<file path="config.mk">
export PLATFORM = sky130hd
export DESIGN_NAME = cacheline_adaptor
export DESIGN_NICKNAME = d
export VERILOG_FILES = /design/src/rtl/cacheline_pkg.sv /design/src/rtl/cacheline_adaptor.sv
export SDC_FILE = /design/constraint.sdc
export NUM_CORES = 1
export LEC_CHECK = 0
export ABC_CLOCK_PERIOD_IN_PS = 3800
export CAP_MARGIN = 0
export CORE_AREA = 2 2 280 282
export CTS_BUF_LIST = sky130_fd_sc_hd__clkbuf_4 sky130_fd_sc_hd__clkbuf_8
export DETAILED_ROUTE_END_ITERATION = 8
export DIE_AREA = 0 0 282 284
export SYNTH_ARGS = -nofsm -noshare
export SYNTH_HDL_FRONTEND = slang
export SYNTH_SLANG_ARGS = --single-unit
</file>
<file path="constraint.sdc">
create_clock -name clk -period 3.8 [get_ports clk]
set_clock_uncertainty 0.2 [all_clocks]
set_input_delay 0.76 -clock clk [delete_from_list [all_inputs] [get_ports clk]]
set_output_delay 0.76 -clock clk [all_outputs]
set_load 0.03 [all_outputs]
</file>
<file path="src/rtl/cacheline_pkg.sv">
// Shared widths, state encoding and address helpers for the cache-line burst adaptor.
package cacheline_pkg;

    localparam int LINE_W = 256;
    localparam int BEAT_W = 64;
    localparam int BEATS  = LINE_W / BEAT_W;
    localparam int CNT_W  = $clog2(BEATS);

    localparam logic [31:0] LINE_MASK = 32'hFFFF_FFE0;

    typedef logic [CNT_W-1:0] beat_idx_t;

    typedef enum logic [1:0] {
        IDLE     = 2'd0,
        RD_BURST = 2'd1,
        WR_BURST = 2'd2,
        DONE     = 2'd3
    } adaptor_state_t;

endpackage

</file>
<file path="src/rtl/cacheline_adaptor.sv">
// Splits 256-bit line reads/writes into 4-beat 64-bit memory bursts.
// Optional CACHELINE_ADAPTOR_WATCHDOG_EN adds a stall watchdog and the burst_err port.
module cacheline_adaptor
    import cacheline_pkg::*;
#(
    parameter int WDT_CYCLES = 1024
) (
    input  logic              clk,
    input  logic              rst,
    input  logic              line_read,
    input  logic              line_write,
    input  logic [31:0]       line_addr,
    input  logic [LINE_W-1:0] line_wdata,
    output logic [LINE_W-1:0] line_rdata,
    output logic              line_resp,
    output logic              burst_read,
    output logic              burst_write,
    output logic [31:0]       burst_addr,
    output logic [BEAT_W-1:0] burst_wdata,
    input  logic [BEAT_W-1:0] burst_rdata,
    input  logic              burst_resp
`ifdef CACHELINE_ADAPTOR_WATCHDOG_EN
    ,
    output logic              burst_err
`endif
);

    localparam beat_idx_t LAST_BEAT = beat_idx_t'(BEATS - 1);

    adaptor_state_t    state_reg, state_next;
    beat_idx_t         cnt_reg, cnt_next;
    logic [31:0]       addr_reg, addr_next;
    logic [LINE_W-1:0] wdata_reg, wdata_next;
    logic [BEAT_W-1:0] rlane_reg [BEATS];
    logic [BEAT_W-1:0] wlane [BEATS];
    logic              in_burst;
    logic              rd_beat;
    logic              wdt_abort;

    assign in_burst = (state_reg == RD_BURST) || (state_reg == WR_BURST);
    assign rd_beat  = (state_reg == RD_BURST) && burst_resp;

    // Beat lane views: beat 0 occupies the lowest bits of the line.
    for (genvar gi = 0; gi < BEATS; gi++) begin : g_lane
        assign wlane[gi] = wdata_reg[gi*BEAT_W +: BEAT_W];
        assign line_rdata[gi*BEAT_W +: BEAT_W] = rlane_reg[gi];
    end

    always_comb begin
        state_next = state_reg;
        cnt_next   = cnt_reg;
        addr_next  = addr_reg;
        wdata_next = wdata_reg;
        case (state_reg)
            IDLE: begin
                if (line_write) begin
                    addr_next  = line_addr & LINE_MASK;
                    wdata_next = line_wdata;
                    state_next = WR_BURST;
                end else if (line_read) begin
                    addr_next  = line_addr & LINE_MASK;
                    state_next = RD_BURST;
                end
            end
            RD_BURST, WR_BURST: begin
                if (burst_resp) begin
                    if (cnt_reg == LAST_BEAT) begin
                        cnt_next   = '0;
                        state_next = DONE;
                    end else begin
                        cnt_next = cnt_reg + beat_idx_t'(1);
                    end
                end else if (wdt_abort) begin
                    cnt_next   = '0;
                    state_next = DONE;
                end
            end
            DONE: state_next = IDLE;
            default: state_next = IDLE;
        endcase
    end

    always_ff @(posedge clk) begin
        if (rst) begin
            state_reg <= IDLE;
            cnt_reg   <= '0;
            addr_reg  <= '0;
            wdata_reg <= '0;
            for (int i = 0; i < BEATS; i++) rlane_reg[i] <= '0;
        end else begin
            state_reg <= state_next;
            cnt_reg   <= cnt_next;
            addr_reg  <= addr_next;
            wdata_reg <= wdata_next;
            if (rd_beat) rlane_reg[cnt_reg] <= burst_rdata;
        end
    end

    assign line_resp   = (state_reg == DONE);
    assign burst_read  = (state_reg == RD_BURST);
    assign burst_write = (state_reg == WR_BURST);
    assign burst_addr  = addr_reg;
    assign burst_wdata = burst_write ? wlane[cnt_reg] : '0;

`ifdef CACHELINE_ADAPTOR_WATCHDOG_EN
    localparam int WDT_W = $clog2(WDT_CYCLES + 1);

    logic [WDT_W-1:0] wdt_reg;
    logic             err_reg;

    // Abort after WDT_CYCLES consecutive burst cycles with no beat handshake.
    assign wdt_abort = in_burst && !burst_resp && (wdt_reg == WDT_W'(WDT_CYCLES - 1));
    assign burst_err = err_reg;

    always_ff @(posedge clk) begin
        if (rst) begin
            wdt_reg <= '0;
            err_reg <= 1'b0;
        end else begin
            if (!in_burst || burst_resp || wdt_abort) wdt_reg <= '0;
            else                                      wdt_reg <= wdt_reg + WDT_W'(1);
            if (wdt_abort) err_reg <= 1'b1;
        end
    end
`else
    assign wdt_abort = 1'b0;
`endif

endmodule

</file>
### Word level (Yosys, flattened, before mapping)

Memory sizes are Yosys's and may differ from the RTL's.
Cells that the tools add are included.

* register bits after elaboration: 292
* output and inout port bits: 355
* memories: 1
* word-level logic and storage cells: 44
* bits in writable memories: 256
* input bits: 357

* reduce and logical (&&, ||, !) cells: 9
* add/subtract/negate cells: 1
* $lt $le $gt $ge: 1
* muxes and demuxes: 20
* eq/ne operators: 7
* bitwise gates (word level): 1

Memory list
* rlane_reg: depth 4, width 64, read ports 4, clocked after Yosys merged registers in 0, write ports 4, RTL line cacheline_adaptor.sv:34 `logic [BEAT_W-1:0] rlane_reg [BEATS];`

Operators by type and width (number)
* 64-bit two-way mux: 4
* 64-bit binary-select mux with 2-bit select: 1
* 32-bit two-way mux: 2
* 64-bit OR reduction: 1
* 2-bit two-way mux: 6
* 2-bit == test, second input constant: 3
* 1-bit two-way mux: 6
* 2-bit case mux with 3 select lines: 1
* 2-bit AND reduction: 3
* 2-bit inequality test, second input constant: 2
* 3-bit greater-or-equal comparator, second input constant: 1
* 3-bit inequality test, second input constant: 1
* 2-bit inverter with 3-bit output: 1
* 3-bit AND reduction: 1
* 2-bit by 1-bit adder with 2-bit output, second input constant: 1
* 2-bit by 1-bit == test with 1-bit output, second input constant: 1
* 2-bit logical NOT: 1
* 2-bit nonzero test: 1
* 2-bit OR reduction: 1
* 1-bit logical AND: 1

### Logic depth before layout (Yosys ltp)

* depth in word-level cells: 7
* depth in mapped cells: 8
* mapped depth without buffers: 5

### Worst setup path after synthesis

Ideal clock, no wire load.

* path kind: in2reg
* from: input rst
* to: memory rlane_reg[3][0] (enable)
* stages on the path: 3
* library setup time: 0.425 ns
* path buffers: 2
* data required time: 3.175 ns
* data arrival time: 2.687 ns
* slack: 0.488 ns
* path through: clkbuf_1 > clkbuf_1 > a41o_1

RTL lines
* from (decl): RTL line cacheline_adaptor.sv:9 `input logic rst,`
* to (decl): RTL line cacheline_adaptor.sv:34

### Final worst setup path

* from: register cnt_reg[0]
* to: output burst_wdata[9]

* longest elaborated chain between the ends: 5

Ends and longest elaborated chain
* from (decl): RTL line cacheline_adaptor.sv:31 `beat_idx_t cnt_reg, cnt_next;`
* from (signal assigned): RTL line cacheline_adaptor.sv:92 `cnt_reg <= cnt_next;`
* 2-bit inverter with 3-bit output (implied by the code): RTL line cacheline_adaptor.sv:103 `assign burst_wdata = burst_write ? wlane[cnt_reg] : '0;`
* 64-bit binary-select mux with 2-bit select: RTL line cacheline_adaptor.sv:103
* 64-bit two-way mux (implied by the code) (2 in series): RTL line cacheline_adaptor.sv:103
* 64-bit two-way mux: RTL line cacheline_adaptor.sv:103
* to (decl): RTL line cacheline_adaptor.sv:19 `output logic [BEAT_W-1:0] burst_wdata,`

No other way between the ends. The select of a mux whose other input is x is not followed.

==> reports/metrics.cfg <==
[status]
status=finished, final reports clean

[setup_path]
path_cells=buf_12 > mux4_2 > and2_1 > clkdlybuf4s50_1
reg2reg_from=state_reg[1]$_SDFFE_PP0P_
crit_arrival_ns=2.69
start_kind=flip-flop
slowest_delay_ns=0.66
end_kind=output port
crit_fanout=33
timing_worst_setup_path_type=reg -> out
rrSetupSlack_ns=1.35
worstPathRequired_ns=2.84
reg2reg_to=rlane_reg[1][22]$_SDFFCE_PN0P_
reg2reg_depth=6
slowest_stage=clkdlybuf4s50_1

[power]
pwr-share-comb_pct=26.0
switching_share_pct=31.4
p_switching_mw=5.53
peakVddDrop_v=0.000312
p_total_mw=17.6
internal_power_mw=12.1
p_seq_share_pct=41.0
power_density_nw_per_um2=557
p_clk_share_pct=33.0
leakagePower_nw=11.7

[floorplanning]
die_w_um=282
io_pins=712
core_area_um2=77000
die-area_um2=80100
initial_core_util_pct=27.9
fp-row-count=102
die_h_um=284

[drt]
drtPass1Iterations=7
route.detailed.drc=0
wl_per_cell_um=19.2
via_per_inst=4.50
dr_total_vias=17000
drtAntennaViolNets=0
drtIter0Drc=943
drt_wl_total_um=72600

[synthesis]
avgSynthCellArea_um2=10.9
ys_ff_latch=543
syn_area_um2=21500
syn_inst=1968
synth-seq-area-share_pct=62.5
yosys_warnings=0
yosysUniqueCellTypes=31

[timing]
timing.final.crit_period_ns=3.65
worst_slew_pin_slew_ns=1.09
setup_ws_ns=0.149
max_slew_margin_pct=27.3
min_period_over_period_pct=96.1
finalSetupViolations=0
final_hold_viol_count=0
report.final.slew_viol_count=0
tns_ns=0
rsz0062_at_grt=no
max_freq_mhz=274

[hold_path]
holdPathEnd=wdata_reg[224]$_SDFFE_PP0P_
hold_depth=2
worstHoldStart=rst
hp-class=in -> reg

[finish]
fin_nets=3025
drive_above_1_share_pct=10.6
ff_latch_area_um2=13400
multi_input_area_um2=7350
final_common_cell=clkdlybuf4s50_1
fillCellCount=7409
syn2layout_area_growth_pct=47.3
final_cell_mix=clkdlybuf4s50_1 (688), nand2_1 (570), and2_1 (320), dfxtp_1 (285), a21oi_1 (284)

[placed_design]
io_buffers=701
dp_worst_setup_slack_ns=0.641
hpwl_um=51300
place_congestion=0.866

[global_route]
antenna_found_initial=12
grt_use_total_pct=17.5
gr-total-overflow=0
grt_max_degree=208
grt_pass1_wl_um=107000
grt_pass1_vias=17600

[clock_network]
cts_made_buffers=95
cts_tree=built
cts_buffer_depth=3
clock_latency_ns=0.65
clk_pin_slew_ns=0.06
ctsRootBufferMaster=clkbuf_8
cts-htree-levels=3
cts_sinks=543

[job]
cap_violations=0

-- cells by family after synthesis --
| kind of cell | after synthesis | synth area share, % |
|---|---|---|
| multiplexers | 68 | 6.89 |
| flip-flops | 543 | 62.5 |
| AND/OR/NAND/NOR | 908 | 19.8 |
| AO/OA/AOI/OAI | 289 | 6.81 |
| buffers and inverters | 153 | 3.68 |
| adder cells (fa/ha/maj) | 6 | 0.349 |
| other | 1 | 0.0174 |
-- per-stage QoR --
stage	util, %	cells	cell area, µm²	hold slack [ns]
global route	41.2	3779	31700	0.177
global placement	38.4	3604	29600	0.240
CTS	41.1	3776	31700	0.147
floorplan	-	1972	21500	0.233
detailed placement	38.4	3604	29600	0.243
finish	41.2	3779	31700	0.226
-- critical path, delay by kind of cell (launching register included) --
kind                   cells  cell delay (ns)
buffers and inverters      2             0.92
DFF                        1             0.37
and+or+nand+nor            1             0.17
muxes                      1             0.54
-- cells in the mapped netlist --
cell type	number	share of area, %
a211o_1	1	0.041
a21oi_1	284	6.6
a22oi_1	1	0.035
a41o_1	1	0.047
and2_1	321	9.3
buf_1	4	0.070
buf_12	3	0.28
buf_2	20	0.47
buf_4	27	0.94
buf_6	1	0.052
buf_8	1	0.070
clkbuf_1	76	1.3
clkbuf_2	19	0.44
conb_1	1	0.017
dfxtp_1	287	27
edfxtp_1	256	36
ha_1	6	0.35
inv_1	2	0.035
mux2_2	1	0.052
mux2i_1	3	0.14
mux4_2	64	6.7
nand2_1	571	10
nand2b_1	1	0.029
nand3_1	1	0.023
nand3b_4	1	0.093
nor2_1	7	0.12
nor3_1	1	0.023
nor3b_2	2	0.12
o21a_1	1	0.035
o21ai_2	1	0.041
or2_2	3	0.087
-- repair_timing --
action | CTS | global route
hold endpoints to repair | 0 | 0
setup buffers | 1 | 0
setup endpoints to repair | 42 | 1
hold buffers | 0 | 0
gates resized for setup | 12 | 1
-- how the worst max path moves through the flow --
| stage | from | end | slack [ns] | cells after the start |
|---|---|---|---|---|
| 2_1_floorplan | rst | rlane_reg[3][0]$_DFFE_PP_ | 0.49 | 3 |
| 3_3_place_gp | cnt_reg[0]$_SDFFE_PP0P_ | burst_wdata[48] | 0.65 | 5 |
| 3_5_place_dp | cnt_reg[0]$_SDFFE_PP0P_ | burst_wdata[48] | 0.64 | 5 |
| 4_1_cts | cnt_reg[0]$_SDFFE_PP0P_ | burst_wdata[21] | 0.005 | 4 |
| 5_1_grt | cnt_reg[0]$_SDFFE_PP0P_ | burst_wdata[9] | 0.005 | 4 |
| 6_report | cnt_reg[0]$_SDFFE_PP0P_ | burst_wdata[9] | 0.15 | 4 |
-- layer usage --
metal	up-vias	part of all wire [%]	track usage (%)
met5	-	0.11	0
li1	8003	-	-
met2	682	50	31.1
met3	137	8.6	5.64
met1	8164	38	19.7
met4	12	2.9	5.94
-- layout make-up --
type | count | share of cell area [%]
sequential | 543 | 42.4
clock buffer | 143 | 5.62
clock inverter | 28 | 0.916
multi-input combinational | 1276 | 23.2
tap | 1040 | 4.11
inverter | 2 | 0.0237
timing repair buffer | 744 | 23.7
antenna | 3 | 0.0237
-- power groups by stage --
stage                     logic [mW]  clock network (mW)  registers, mW
after floorplan                 2.44                   0           7.73
after global placement          4.57                   0           7.32
after detailed placement        4.64                   0           7.36
after CTS                       4.66                5.98           7.24
after global routing            4.98                6.23           7.31
final                           4.59                5.82           7.24
Note: power is estimated with default switching activity, not from simulation.
